File: config.mk
export PLATFORM = sky130hd
export DESIGN_NAME = spi_rgb_cmd
export DESIGN_NICKNAME = d
export VERILOG_FILES = /design/src/rtl/spi_rgb_cmd.sv
export SDC_FILE = /design/constraint.sdc
export NUM_CORES = 1
export LEC_CHECK = 0
export BUFFER_PORTS_ARGS = -buffer_cell sky130_fd_sc_hd__buf_2
export CAP_MARGIN = 20
export CORE_UTILIZATION = 30
export CTS_BUF_LIST = sky130_fd_sc_hd__clkbuf_4
export DETAILED_ROUTE_END_ITERATION = 10
export GPL_TIMING_DRIVEN = 1
export MAX_ROUTING_LAYER = met4
export PLACE_DENSITY_LB_ADDON = 0.15
export SLEW_MARGIN = 40
export SYNTH_ARGS = -nofsm -noshare
export SYNTH_HDL_FRONTEND = slang
export SYNTH_SLANG_ARGS = --single-unit
export TNS_END_PERCENT = 20
File: constraint.sdc
create_clock -name clk -period 2.2 [get_ports clk]
set_input_delay 0.66 -clock clk [delete_from_list [all_inputs] [get_ports clk]]
set_output_delay 0.66 -clock clk [all_outputs]
set_load 0.02 [all_outputs]
File: src/rtl/spi_rgb_cmd.sv
// rtl/spi_rgb_cmd.sv - SPI command decoder with RGB duty registers, readback and PWM generation
module spi_rgb_cmd #(
    parameter int unsigned PRESCALE      = 1,
    parameter bit          TEST_MODE_RST = 1'b1
) (
    input  logic       clk,
    input  logic       rst_n,
    input  logic [7:0] rx_data,
    input  logic       rx_stb,
    input  logic       rx_first,
    input  logic       rx_last,
    output logic [7:0] tx_data,
    output logic       test_mode,
    output logic       pwm_r,
    output logic       pwm_g,
    output logic       pwm_b
);

    typedef enum logic [2:0] {IDLE, WR_R, WR_G, WR_B, WR_MODE, RD, IGNORE} state_t;

    localparam logic [15:0] PRESC_MAX = 16'(PRESCALE - 1);

    state_t     state;
    logic [7:0] duty_r, duty_g, duty_b;
    logic [7:0] stage_r, stage_g;
    logic [7:0] act_r, act_g, act_b;
    logic [7:0] cnt;
    logic [15:0] presc;
    logic [2:0] rd_idx;
    logic [2:0] rd_next;
    logic       tick;

    assign rd_next = (rd_idx >= 3'd4) ? 3'd4 : rd_idx + 3'd1;
    assign tick    = (presc == PRESC_MAX);

    function automatic logic [7:0] rd_sel(input logic [2:0] idx);
        case (idx)
            3'd0:    rd_sel = duty_r;
            3'd1:    rd_sel = duty_g;
            3'd2:    rd_sel = duty_b;
            3'd3:    rd_sel = {7'b0, test_mode};
            default: rd_sel = 8'h00;
        endcase
    endfunction

    // A first-of-frame strobe always resynchronises, whatever state we are in.
    always_ff @(posedge clk or negedge rst_n) begin
        if (!rst_n) begin
            state     <= IDLE;
            duty_r    <= 8'h00;
            duty_g    <= 8'h00;
            duty_b    <= 8'h00;
            stage_r   <= 8'h00;
            stage_g   <= 8'h00;
            rd_idx    <= 3'd0;
            tx_data   <= 8'h00;
            test_mode <= TEST_MODE_RST;
        end else begin
            if (rx_stb && rx_first) begin
                case (rx_data)
                    8'h10:   state <= WR_R;
                    8'h11:   state <= WR_MODE;
                    8'h12: begin
                        state  <= RD;
                        rd_idx <= 3'd0;
                    end
                    default: state <= IGNORE;
                endcase
                tx_data <= (rx_data == 8'h12) ? duty_r : 8'h00;
            end else if (rx_stb) begin
                tx_data <= 8'h00;
                case (state)
                    WR_R: begin
                        stage_r <= rx_data;
                        state   <= WR_G;
                    end
                    WR_G: begin
                        stage_g <= rx_data;
                        state   <= WR_B;
                    end
                    WR_B: begin
                        duty_r <= stage_r;
                        duty_g <= stage_g;
                        duty_b <= rx_data;
                        state  <= IGNORE;
                    end
                    WR_MODE: begin
                        test_mode <= rx_data[0];
                        state     <= IGNORE;
                    end
                    RD: begin
                        rd_idx  <= rd_next;
                        tx_data <= rd_sel(rd_next);
                    end
                    default: ;
                endcase
            end
            if (rx_last) begin
                state   <= IDLE;
                tx_data <= 8'h00;
            end
        end
    end

    // Active duties only reload on the wrap to 0 so each period sees one value.
    always_ff @(posedge clk or negedge rst_n) begin
        if (!rst_n) begin
            presc <= 16'd0;
            cnt   <= 8'd0;
            act_r <= 8'h00;
            act_g <= 8'h00;
            act_b <= 8'h00;
            pwm_r <= 1'b0;
            pwm_g <= 1'b0;
            pwm_b <= 1'b0;
        end else begin
            if (tick) begin
                presc <= 16'd0;
                cnt   <= cnt + 8'd1;
                if (cnt == 8'hFF) begin
                    act_r <= duty_r;
                    act_g <= duty_g;
                    act_b <= duty_b;
                end
            end else begin
                presc <= presc + 16'd1;
            end
            pwm_r <= (cnt < act_r);
            pwm_g <= (cnt < act_g);
            pwm_b <= (cnt < act_b);
        end
    end

endmodule

==> results.yml, run 1 <==
route:
  drc: 0
  routedWlPerCell_um: 16.5
  drt-initial-drc-count: 141
  dr.pass1.iters: 4
  vias: 3170
  viasPerCell: 4.72
  drtAntennaViolNets: 0
  postRouteWirelength_um: 11000
power_and_ir_drop:
  peakVddDrop_mv: 0.215
  switching_share: 0.273
  p_sw_uw: 923
  p_int_mw: 2.45
  power_mw: 3.38
  p_comb_frac: 0.088
  cellLeakagePower_nw: 2.58
  power.density_nw_per_um2: 586
  pwr-share-seq: 0.638
  pwr-share-clk: 0.274
cts:
  clkTransAtPathRegs_ns: 0.17
  worst_skew_pair.late_latency_ns: 0.50
  root_buffer: "clkbuf_4"
  clock-sinks: 106
  cts_tree: "done"
  cts_resized: 0
  htree_num_levels: 3
  cts.path.max_buffers: 2
  cts_buffers: 9
  cts_setup_buffers: 0
  cts_hold_buffers: 0
global_route:
  grt_max_degree: 40
  antenna_found_initial: 1
  grt_first_pass_wirelength_um: 18200
  gr-total-overflow: 0
  grt_pass1_vias: 3311
  grtUsageTotal: 0.141
setup_path:
  r2r_cells: 7
  required_ns: 2.60
  cp.arrival_ns: 2.49
  regToRegSetupSlack_ns: 0.11
  crit_type: "reg2reg"
  worstPathMaxFanout: 24
  crit_path_start_kind: "flop"
  reg2reg_from: "presc[0]"
  r2r_end: "act_b[3]"
  crit_path_end: "act_b[3]"
  critPathCaptureType: "flop"
  crit_start: "presc[0]"
run_status:
  outcome: "completed"
final_layout:
  nets: 485
  drive_gt1_frac: 0.287
  syn2layout_area_growth_pct: 11.9
  fill_cells: 1707
  fin_util: 0.345
flow_run:
  drv_cap: 0
logic_synthesis:
  postSynthCellCount: 405
  yosysWarnings: 0
  synth-edff-count: 0
  synthArstFlopShare: 1.00
  synth_top_area_frac: 0.510
  synth_flop_cell: "dfrtp_1"
  synth.largest_area_cell: "dfrtp_1"
  synth-seq-cells: 106
  yosysUniqueCellTypes: 48
  synth_area_um2: 5150
  avgSynthCellArea_um2: 12.7
  synth_area_leaders: "dfrtp_1 (51%), mux2_2 (10%), ha_1 (6.3%)"
  ys_seq_area_frac: 0.515
  synth.net_count: 444
sta:
  tightest_slew_ns: 0.745
  worst_slack_ns: 0.110
  maxSlewViolCount: 0
  fmax_mhz: 478
  finalSetupViolCount: 0
  hold_viol: 0
  fin_worst_skew_ns: 0.0186
  max-slew-margin-rel: 0.490
  fin_crit_ns: 2.09
  setup_tns_ns: 0
  post-route-period-util: 0.950
  fin_worst_hold_slack_ns: 0.133
placement:
  gp_congestion: 0.779
  io_buffers: 24
  dp_slack_ns: 0.149
  dp_hpwl_um: 8030
min_path:
  hold_class: "in2async"
die:
  placementRows: 47
  pin_count: 25
  die_h_um: 133
  dieArea_um2: 17700
  coreArea_um2: 16700
  initial_utilization: 0.308
  die_w_um: 133
stage by stage:
stage                     instances  instance area (µm²)
after floorplan                 405                 5150
final                           671                 5760
after global routing            671                 5760
after detailed placement        655                 5650
after CTS                       670                 5760
after global placement          655                 5650
cells in the mapped netlist (all sizes together) (7+ instances only):
cell / n
nand2b: 8
ha: 26
nand2: 21
inv: 28
a22o: 8
o21ai: 8
mux2: 66
a22oi: 7
nand3: 15
o2bb2ai: 8
nor2b: 7
nand4: 8
xnor2: 14
dfrtp: 105
nor2: 14
nor3: 9
routing by layer:
layer	part of all wire	routed length, µm	global-route usage	up-vias
met4	0.018	203	0.0575	0
li1	-	-	-	1545
met5	0	0	-	-
met3	0.020	216	0.0230	12
met1	0.49	5460	0.182	1591
met2	0.47	5170	0.219	22
power by group through the flow:
stage	sequential (mW)	combinational, mW	clock [mW]
floorplan	2.17	0.163	0
global placement	2.19	0.294	0
detailed placement	2.19	0.304	0
CTS	2.16	0.304	0.955
global route	2.17	0.331	1.03
finish	2.15	0.296	0.925
placed cells by master, fill, tap and decap left out, types with 3 or more instances in the layout:
| master | synthesis | routed |
|---|---|---|
| a2111oi_0 | 3 | 3 |
| a211oi_1 | 4 | 4 |
| a22o_1 | 8 | 8 |
| a22oi_1 | 7 | 7 |
| and2_1 | 3 | 3 |
| buf_12 | 2 | 5 |
| buf_2 | 2 | 23 |
| buf_4 | 0 | 10 |
| clkbuf_4 | 0 | 10 |
| dfrtp_1 | 105 | 105 |
| ha_1 | 26 | 26 |
| inv_1 | 28 | 28 |
| mux2_2 | 46 | 46 |
| mux2_4 | 20 | 20 |
| nand2_1 | 21 | 21 |
| nand2b_1 | 8 | 8 |
| nand3_1 | 15 | 15 |
| nand4_1 | 7 | 7 |
| nor2_1 | 14 | 13 |
| nor2b_1 | 7 | 7 |
| nor3_1 | 7 | 7 |
| o211ai_1 | 3 | 3 |
| o21a_1 | 3 | 3 |
| o21ai_0 | 8 | 8 |
| o2bb2ai_1 | 8 | 8 |
| xnor2_1 | 14 | 14 |
| xor2_1 | 6 | 6 |
worst min path at each step:
stage                       endpoint  slack (ns)  cells after the start
final                     stage_g[4]        0.13                      1
after global routing      stage_g[4]        0.15                      1
after CTS                 stage_g[4]        0.14                      1
after detailed placement  tx_data[7]        0.48                      1
after global placement     duty_g[5]        0.48                      1
after floorplan             act_b[0]        0.36                      0
sequential cells by signal (all words and copies together) (netlist names):
| register | cells |
|---|---|
| cnt | 8 |
| tx_data | 8 |
| presc | 16 |
| duty_b | 8 |
| pwm_b | 1 |
| act_r | 8 |
| duty_r | 8 |
| test_mode | 1 |
| duty_g | 8 |
| rd_idx | 3 |
| act_b | 8 |
| state | 3 |
| act_g | 8 |
| pwm_g | 1 |
| pwm_r | 1 |
| stage_r | 8 |
| stage_g | 8 |
kinds of logic after synthesis:
logic type / count (synthesis) / synth area share
compound gates: 53 / 0.0804
xor+xnor: 20 / 0.0340
fa+ha+maj: 26 / 0.0632
buf+inv: 36 / 0.0330
flops: 106 / 0.515
mux: 66 / 0.159
simple gates: 98 / 0.115
worst max-delay path: stages, from the launching register on:
cell and delay, ns:
dfrtp_1 0.46, inv_1 0.08, ha_1 0.14, nor4b_4 0.24, nand4_2 0.19, nor3_4 0.26
buf_12 0.24, mux2_2 0.36
final cells by class:
class / count / area [µm²] / share of cell area
timing repair buffer: 38 / 290 / 0.0504
sequential: 106 / 2650 / 0.461
multi-input combinational: 263 / 2330 / 0.404
clock inverter: 5 / 31.3 / 0.00543
inverter: 28 / 105 / 0.0182
tap: 220 / 275 / 0.0478
clock buffer: 10 / 75.1 / 0.0130
antenna: 1 / 2.50 / 0.000434
(Power assumes the default switching activity.)
==> run 2: changes to the inputs <==
Settings changed: CORE_UTILIZATION 30 to 55.
==> results.yml, run 2 (synthesized netlist as in run 1, its figures left out) <==
route:
  postRouteWirelength_um: 9800
  drt-initial-drc-count: 87
  drtAntennaViolNets: 0
  drc: 0
  dr.pass1.iters: 4
  routedWlPerCell_um: 17.5
  viasPerCell: 5.71
  vias: 3194
placement:
  placed_area_um2: 5480
  dp_hpwl_um: 7040
  io_buffers: 24
  gp_congestion: 0.919
cts:
  cts_tree: "done"
  worst_skew_pair.late_latency_ns: 0.46
  clkTransAtPathRegs_ns: 0.17
  clock-sinks: 106
  root_buffer: "clkbuf_4"
  cts.path.max_buffers: 2
  cts_buffers: 9
  htree_num_levels: 3
sta:
  finalSetupViolCount: 0
  maxSlewViolCount: 0
  rsz0062_at_grt: "no"
  post-route-period-util: 0.943
  fin_worst_skew_ns: 0.0261
  hold_viol: 0
  max-slew-margin-rel: 0.488
  fin_crit_ns: 2.08
  tightest_slew_ns: 0.748
  setup_tns_ns: 0
  fmax_mhz: 482
setup_path:
  required_ns: 2.56
  path_cells: "inv_1, ha_1, nor4b_4, nand4_2, nor3_4, buf_4, buf_12, mux2_2"
  crit_type: "reg2reg"
  crit_path_start_kind: "flop"
  cp.arrival_ns: 2.44
  r2r_end: "act_b[3]"
  regToRegSetupSlack_ns: 0.12
  reg2reg_from: "presc[0]"
  worstPathMaxFanout: 12
  critPathCaptureType: "flop"
  max_stage_delay_ns: 0.47
  r2r_cells: 8
  critPathSlowestCell: "dfrtp_2"
final_layout:
  n_antenna_cell: 0
  largest_register_ffs: 16
  layout_common_cells: "dfrtp_1 (104), mux2_2 (46), inv_1 (28), ha_1 (26), buf_2 (23)"
  syn2layout_area_growth_pct: 10.0
  final_cell_area_um2: 5670
  fill_cells: 676
  nets: 485
  drive_gt1_frac: 0.295
  final_common_cell: "dfrtp_1"
  regMostFlops: "presc"
power_and_ir_drop:
  switching_share: 0.256
  p_comb_frac: 0.083
  pwr-share-seq: 0.623
  pwr-share-clk: 0.294
  power.density_nw_per_um2: 609
  cellLeakagePower_nw: 2.62
  peakVddDrop_mv: 0.295
  p_sw_uw: 885
  p_int_mw: 2.57
global_route:
  grt_first_pass_wirelength_um: 16800
  grt_pass1_vias: 3384
  antenna_found_initial: 0
  grt_max_degree: 40
  gr-total-overflow: 0
  grtUsageTotal: 0.230
min_path:
  hold_class: "in2async"
die:
  die_h_um: 98.8
  die_w_um: 98.8
  initial_utilization: 0.579
  dieArea_um2: 9750
  pin_count: 25
  placementRows: 34
  coreArea_um2: 8890
run_status:
  outcome: "completed"
flow_run:
  drv_cap: 0
run 2: cell types whose count changed in the layout (fill, tap and decap cells not counted), moves of 2 or more:
cell and delta:
clkinv_1 -2, clkinv_2 +2, clkinvlp_4 -2, clkinv_4 +2
run 2: cell type report:
| type | count | area, µm² | share of cell area |
|---|---|---|---|
| timing repair buffer | 38 | 299 | 0.0528 |
| tap | 108 | 135 | 0.0239 |
| inverter | 28 | 105 | 0.0186 |
| clock buffer | 9 | 67.6 | 0.0119 |
| sequential | 106 | 2660 | 0.469 |
| multi-input combinational | 263 | 2330 | 0.411 |
| clock inverter | 7 | 75.1 | 0.0133 |
run 2: worst max path at each step:
stage               startpoint   endpoint  slack (ns)  depth (start not counted)
finish                presc[0]   act_b[3]        0.12                          8
global route          presc[0]   act_b[3]      0.0009                          8
CTS                   presc[0]   act_b[3]        0.05                          7
global placement      presc[0]   act_b[0]        0.19                          7
floorplan             rx_first  duty_b[1]        0.06                          6
detailed placement    presc[0]   act_b[3]        0.11                          7
run 2: per-layer routing:
layer  GRT usage  part of all wire  up-vias  wire length, µm
met5           -                 0        -                0
met4      0.0597            0.0095        0               93
met3      0.0489             0.019        7              185
met2       0.368              0.48       30             4750
met1       0.300              0.49     1618             4780
li1            -                 -     1539                -
run 2: repair_timing:
item,4_1_cts,5_1_grt
resized for setup,0,1
buffers inserted,0,1
hold buffers,0,0
setup endpoints to repair,0,24
run 2: worst max-delay path, delay by kind of cell, from the launching register on:
| kind | cells | cell delay, ns |
|---|---|---|
| simple gates | 3 | 0.61 |
| mux | 1 | 0.35 |
| buf+inv | 3 | 0.40 |
| fa+ha+maj | 1 | 0.14 |
| flops | 1 | 0.47 |
run 2: power by group through the flow:
stage / Sequential, mW / Clock, mW / Combinational [mW]
final: 2.15 / 1.02 / 0.285
after CTS: 2.15 / 1.05 / 0.289
after floorplan: 2.17 / 0 / 0.163
after detailed placement: 2.19 / 0 / 0.288
after global routing: 2.17 / 1.12 / 0.318
after global placement: 2.18 / 0 / 0.281
run 2: per-stage QoR:
step | instances | worst slack (ns) | utilization | hold WS [ns] | power (mW)
floorplan | 405 | 0.0643 | - | 0.364 | 2.33
global placement | 540 | 0.194 | 0.616 | 0.482 | 2.46
detailed placement | 540 | 0.108 | 0.616 | 0.486 | 2.48
CTS | 556 | 0.0472 | 0.632 | 0.100 | 3.49
global route | 559 | 0.000858 | 0.637 | 0.104 | 3.61
finish | 559 | 0.124 | 0.637 | 0.108 | 3.45
